`src/rtl/stream_join_n.sv`:
```
// N-channel stream join: each channel buffers into its own FIFO, and one beat per
// enabled channel is popped together into a registered, zero-filled output word.
module stream_join_n #(
    parameter int NUM_CH       = 2,
    parameter int DATA_WIDTH   = 8,
    parameter int FIFO_ADDR_SZ = 1,
    parameter int OUT_WIDTH    = NUM_CH * DATA_WIDTH
) (
    input  logic                                 clk,
    input  logic                                 reset_n,
    input  logic [NUM_CH-1:0]                    i_valid,
    output logic [NUM_CH-1:0]                    i_ready,
    input  logic [NUM_CH*DATA_WIDTH-1:0]         i_data,
    input  logic [NUM_CH-1:0]                    i_ch_mask,
    input  logic                                 i_clear,
    output logic                                 o_valid,
    input  logic                                 o_ready,
    output logic [OUT_WIDTH-1:0]                 o_data,
    output logic [NUM_CH*(FIFO_ADDR_SZ+1)-1:0]   o_level,
    output logic                                 o_skew_err
);

    localparam int                    DEPTH    = 1 << FIFO_ADDR_SZ;
    localparam int                    LW       = FIFO_ADDR_SZ + 1;
    localparam logic [LW-1:0]         FULL_CNT = LW'(DEPTH);
    localparam logic [LW-1:0]         CNT_ONE  = LW'(1);
    localparam logic [FIFO_ADDR_SZ-1:0] PTR_ONE = FIFO_ADDR_SZ'(1);

    logic [NUM_CH-1:0]     full;
    logic [NUM_CH-1:0]     empty;
    logic [NUM_CH-1:0]     wr_en;
    logic [NUM_CH-1:0]     rd_en;
    logic [DATA_WIDTH-1:0] head [NUM_CH];
    logic [OUT_WIDTH-1:0]  joined;
    logic                  all_ok;
    logic                  fire;
    logic                  skew_now;

    assign i_ready  = ~full;
    assign all_ok   = (|i_ch_mask) && ((i_ch_mask & empty) == '0);
    assign fire     = all_ok && (!o_valid || o_ready) && !i_clear;
    // A full FIFO can never be empty, so any hit on both terms involves two distinct channels.
    assign skew_now = (|(i_ch_mask & full)) && (|(i_ch_mask & empty));

    for (genvar c = 0; c < NUM_CH; c++) begin : g_ch
        logic [DATA_WIDTH-1:0]   mem [DEPTH];
        logic [FIFO_ADDR_SZ-1:0] wr_ptr;
        logic [FIFO_ADDR_SZ-1:0] rd_ptr;
        logic [LW-1:0]           count;

        assign full[c]  = (count == FULL_CNT);
        assign empty[c] = (count == '0);
        assign wr_en[c] = i_valid[c] && !full[c] && !i_clear;
        assign rd_en[c] = fire && i_ch_mask[c];
        assign head[c]  = mem[rd_ptr];
        assign o_level[c*LW +: LW] = count;

        always_ff @(posedge clk) begin
            if (wr_en[c]) mem[wr_ptr] <= i_data[c*DATA_WIDTH +: DATA_WIDTH];
        end

        always_ff @(posedge clk or negedge reset_n) begin
            if (!reset_n) begin
                wr_ptr <= '0;
                rd_ptr <= '0;
                count  <= '0;
            end else if (i_clear) begin
                wr_ptr <= '0;
                rd_ptr <= '0;
                count  <= '0;
            end else begin
                if (wr_en[c]) wr_ptr <= wr_ptr + PTR_ONE;
                if (rd_en[c]) rd_ptr <= rd_ptr + PTR_ONE;
                case ({wr_en[c], rd_en[c]})
                    2'b10:   count <= count + CNT_ONE;
                    2'b01:   count <= count - CNT_ONE;
                    default: count <= count;
                endcase
            end
        end
    end

    // Masked slots are zero in the joined word.
    always_comb begin
        joined = '0;
        for (int c = 0; c < NUM_CH; c++) begin
            if (i_ch_mask[c]) joined[c*DATA_WIDTH +: DATA_WIDTH] = head[c];
        end
    end

    always_ff @(posedge clk or negedge reset_n) begin
        if (!reset_n) begin
            o_valid    <= 1'b0;
            o_data     <= '0;
            o_skew_err <= 1'b0;
        end else if (i_clear) begin
            o_valid    <= 1'b0;
            o_data     <= '0;
            o_skew_err <= 1'b0;
        end else begin
            if (fire) begin
                o_valid <= 1'b1;
                o_data  <= joined;
            end else if (o_ready) begin
                o_valid <= 1'b0;
                o_data  <= '0;
            end
            if (skew_now) o_skew_err <= 1'b1;
        end
    end

endmodule

```
`config.mk`:
```
export PLATFORM = sky130hd
export DESIGN_NAME = stream_join_n
export DESIGN_NICKNAME = d
export VERILOG_FILES = /design/src/rtl/stream_join_n.sv
export SDC_FILE = /design/constraint.sdc
export NUM_CORES = 1
export LEC_CHECK = 0
export CORE_MARGIN = 2
export CORE_UTILIZATION = 50
export CTS_CLUSTER_DIAMETER = 120
export DETAILED_ROUTE_END_ITERATION = 16
export PLACE_DENSITY_LB_ADDON = 0.12
export SETUP_SLACK_MARGIN = 0.1
export SKIP_CTS_REPAIR_TIMING = 1
export SLEW_MARGIN = 30
export SYNTH_ARGS = -nofsm -noshare
export SYNTH_HDL_FRONTEND = slang
export SYNTH_SLANG_ARGS = --single-unit
```
`constraint.sdc`:
```
create_clock -name clk -period 2.1 [get_ports clk]
set_clock_uncertainty 0.1 [all_clocks]
set_input_delay 0.42 -clock clk [delete_from_list [all_inputs] [get_ports clk]]
set_output_delay 0.42 -clock clk [all_outputs]
set_load 0.01 [all_outputs]
```
## Word-level counts from Yosys, hierarchy flattened

Memory sizes are Yosys's and may differ from the RTL's.
Cells that the tools add are included.
W data, S select, Z words.

- $add $sub $neg: 8
- Equality and inequality tests: 6
- Muxes and demuxes: 26
- Bitwise logic cells: 3
- Reductions and logical operators: 29

Operators with widths:

| kind | number |
|---|---|
| $mux W16 | 3 |
| $mux W1 | 17 |
| $mux W8 | 2 |
| $logic_and A1 B1 Y1 | 10 |
| $reduce_bool A2 Y1 | 5 |
| $reduce_bool A3 Y1 | 3 |
| $eq A2 B2 Y1 const B | 4 |
| $pmux W2 S2 | 2 |
| $logic_not A2 Y1 | 3 |
| $reduce_or A2 Y1 | 3 |
| $add A1 B1 Y1 const B | 4 |
| $add A2 B1 Y2 const B | 2 |
| $and A2 B2 Y2 | 2 |
| $eq A2 B1 Y1 const B | 2 |
| $logic_not A1 Y1 | 4 |
| $mux W2 | 2 |
| $sub A2 B1 Y2 const B | 2 |
| $not A2 Y2 | 1 |
| $logic_or A1 B1 Y1 | 1 |

- Register bits: 26
- Bits in writable memories: 32
- Bits of input ports: 24
- Output and inout port bits: 24
- Logic and storage cells: 83
- Memories kept: 2

Memories:

| name | words | bits a word | read ports | clocked after Yosys merged registers in | wr ports | line | source |
|---|---|---|---|---|---|---|---|
| g_ch[0].mem | 2 | 8 | 1 | 0 | 1 | 46 | `logic [DATA_WIDTH-1:0] mem [DEPTH];` |
| g_ch[1].mem | 2 | 8 | 1 | 0 | 1 | 46 |  |

## Logic depth before layout (Yosys ltp)

- Depth after elaboration: 10
- Mapped depth: 5

## Worst setup path after synthesis

No wires, ideal clock.

- Path type: register to register
- From: register g_ch[0].count[0]
- To: memory g_ch[0].mem[1][0], enable pin
- Setup time: 0.385 ns
- Data arrival time: 1.490 ns
- Setup slack: 0.125 ns
- Stages on the path, launching flop included: 4
- Clock period less this slack: 1.975 ns
- Path through: dfrtp_1 -> nand2b_1 -> nand2_1 -> nor3b_1

- Cells in the longest elaborated chain, start to end: 6

RTL lines:

| item | line | source |
|---|---|---|
| start: declaration | 49 | `logic [LW-1:0] count;` |
| start signal: assignment | 75 | `2'b10: count <= count + CNT_ONE;` |
| start signal: assignment | 76 | `2'b01: count <= count - CNT_ONE;` |
| start signal: assignment | 77 | `default: count <= count;` |
| $eq A2 B2 Y1 | 51 | `assign full[c] = (count == FULL_CNT);` |
| $logic_not A1 Y1 | 53 | `assign wr_en[c] = i_valid[c] && !full[c] && !i_clear;` |
| $logic_and A1 B1 Y1 (2 in a row) | 53 |  |
| $mux W1 | 59 | `if (wr_en[c]) mem[wr_ptr] <= i_data[c*DATA_WIDTH +: DATA_WIDTH];` |
| $mux W1 (not written as such) | 59 |  |
| end: declaration | 46 |  |

Every way passes these cells.

## Worst setup path after layout

- From: register g_ch[1].count[1]
- To: output o_level[3]

RTL lines:

| item | line | source |
|---|---|---|
| start: declaration | 49 |  |
| start signal: assignment | 75 |  |
| start signal: assignment | 76 |  |
| start signal: assignment | 77 |  |
| end: declaration | 19 | `output logic [NUM_CH*(FIFO_ADDR_SZ+1)-1:0] o_level,` |

No word-level cell between the ends.

==> metrics.md <==
| Metric | Value |
|---|---|
| Status | `complete, no violations` |
| R2R cell count | `7` |
| CTS max path bufs | `2` |
| Starting Density | `0.5278` |
| FP Rows | `24` |
| Syn nets | `176` |
| DRT antenna net count | `0` |
| Wire per inst | `17.25 um` |
| XOR/XNOR Fraction of Synth Area | `0.01128` |
| Compound-Gate Fraction of Synth Area | `0.09882` |
| GRT Util Overall | `0.2049` |
| MaxCap Viol Count | `0` |
| Num CTS Buffers | `9` |
| GPL Wtd Cong | `0.9217` |
| FMAX | `520.9 MHz` |
| Share of cells above drive strength 1 | `0.2217` |
| RSZ-0062 raised after global routing | `no` |
| DRT Wirelength | `4.864 mm` |
| Worst r2r src | `g_ch[1].count[1]` |
| Critical Path Sink Type | `output pin` |
| Setup TNS Final | `0 ns` |
| Synthesized flop and latch total | `58` |
| Clock transition at path regs | `0.06 ns` |
| Post-synth EDFFs | `32` |
| Sink Count | `58` |
| Actual slew at the worst max-slew pin | `0.5145 ns` |
| Setup CP Type | `reg -> out` |
| Largest family of logic cells by synthesized area | `compound AO/OA/AOI/OAI gates` |
| Synth Area in Adders | `0` |
| CTS tree | `yes` |
| Worst VDD drop | `0.5252 mV` |
| Post-Synthesis Cell Area | `2330 sq um` |
| Fin util | `0.7324` |
| Die X-Extent | `72.26 um` |
| # setup viols final | `0` |
| Yosys top cell area share | `0.4125` |
| Fin nets | `249` |
| Slew margin rel. | `0.6570` |
| Worst skew pair latency | `0.33 ns` |
| Post-route cell area | `3233 sq um` |
| Average cell area after synthesis | `15.33 sq um` |
| Antenna violations before repair | `0` |
| Antenna cells | `0` |
| # IOs | `48` |
| Vias after detailed routing | `1,540` |
| First-pass GRT wire length | `7.707 mm` |
| Drt initial violations | `109` |
| Hold crit path type | `in -> async` |
| Ys flop type | `edfxtp_1` |
| Final Slew Violations | `0` |
| Unique cell type count in the Yosys netlist | `30` |
| H-tree Lvls | `3` |
| Area grow syn2layout | `38.78%` |
| Period minus WS final | `1.920 ns` |
| Critical path required time | `1.58 ns` |
| Die height | `72.26 um` |
| Total gr overflow | `0` |
| Reg2reg setup slack | `0.21 ns` |
| Syn Inst Count | `152` |
| Period utilization | `0.9142` |
| Power Total | `3.023 mW` |
| Detailed Place HPWL | `3.186 mm` |
| Final hold vios | `0` |
| Synth Area in Simple Gates | `0.08861` |
| R2R Path End | `o_data[13]` |
| Largest net degree at the start of global routing | `27` |
| IO Port Bufs | `47` |
| Dominant cell type by area after synthesis | `edfxtp_1` |
| Vias/cell | `5.461` |
| Top fanout value on the critical path | `5` |
| Total core area | `4414 sq um` |
| DRT Pass-1 Iters | `4` |
| DRC violations left | `0` |
| Vias in the first global route | `1,570` |
| Worst EP arrival | `1.40 ns` |
| Leak Pwr | `1.277 nW` |
| Clock root buffer | `clkbuf_8` |
| Power Density | `934.9 nW/um^2` |
| Die ar. | `5222 sq um` |
| Sequential share of the synthesized area | `0.6917` |
| Top cells by area, synth | `edfxtp_1, dfrtp_1, mux2i_1, o2bb2ai_1, nor3b_1` |
| Placed cell areas | `2959 sq um` |
| CP Launch Type | `flip-flop` |
| Multiplexer share of the synthesized area | `0.08700` |
| Async set or reset register ratio after synthesis | `0.4483` |
| Synth Warn # | `0` |
## kinds of logic (layout without fill, tap and decap cells)
family	Yosys count	count (layout)
AO/OA/AOI/OAI	28	28
XOR/XNOR	3	3
flip-flops	58	58
multiplexers	20	20
buffers and inverters	10	88
AND/OR/NAND/NOR	33	33
## report_power, final
group	total (mW)	internal (mW)	switching [mW]
Combinational	0.435	0.240	0.195
Sequential	1.35	1.29	0.0658
Clock	1.23	0.812	0.422
## synth_stat cells (all sizes together), types with 3 or more instances
cell / number
edfxtp: 32
dfrtp: 26
mux2i: 18
o2bb2ai: 16
nand2: 9
nor2: 7
nor3b: 7
a21oi: 6
inv: 5
buf: 4
nor3: 4
xor2: 3
## flip-flops by register name, summed over array words and instances, names as in the netlist
name and flops:
o_data 16, g_ch.mem 32, o_skew_err 1, g_ch.wr_ptr 2, g_ch.rd_ptr 2, g_ch.count 4, o_valid 1
## layout by cell type (no fill, tap or decap), types with 2 or more instances in the layout
cell type        synthesis  routed
dlymetal6s2s_1           0       2
nor3b_2                  2       2
dfrtp_1                 26      22
nand2_1                  7       7
xor2_1                   3       3
mux2i_1                 18      18
nand2_2                  2       2
a21oi_1                  6       6
nor3b_1                  5       5
clkdlybuf4s50_1          0      45
buf_4                    0      20
bufinv_16                0       3
edfxtp_1                32      32
nor2_1                   7       7
inv_1                    5       5
clkbuf_8                 0      10
dfrtp_2                  0       4
clkinv_2                 0       2
nor3_1                   4       4
o2bb2ai_1               16      16
## through the flow
stage               cells  hold WS (ns)  setup slack (ns)
detailed placement    263        0.3735           -0.1023
finish                282        0.3685            0.1802
floorplan             152       0.02441            0.1250
CTS                   279        0.3748           -0.1019
global route          282        0.3878            0.1129
global placement      263        0.3702          -0.02882
## worst max-delay path, stage by stage (launching register included)
cell	delay [ns]
dfrtp_2	0.40
buf_4	0.14
clkdlybuf4s50_1	0.53
## worst max-delay path by stage
stage,startpoint,to,slack (ns),cells after the start
final,g_ch[1].count[1],o_level[3],0.18,2
after global routing,g_ch[1].count[1],o_level[3],0.11,2
after CTS,g_ch[1].count[1],i_ready[1],-0.10,2
after detailed placement,i_ch_mask[0],o_data[8],-0.10,7
after global placement,i_ch_mask[1],g_ch[0].count[1],-0.03,6
after floorplan,g_ch[0].count[0],g_ch[0].mem[1][0],0.12,3
## cell type report
class	count	area [sq um]
flip-flops and latches	58	1617
fillers	286	1181
multi-input cells	84	665.6
repair buffers	67	625.6
clock buffers	10	137.6
clock inverters	6	103.9
well taps	52	65.06
inverters	5	18.77
## layer usage
layer	wire length (um)	vias up	track usage
li1	-	716	-
met1	2126	771	0.2578
met2	2444	44	0.3252
met3	206	9	0.06944
met4	86	0	0.08805
met5	0	-	0
No activity file was read; power rests on OpenSTA's default activity.
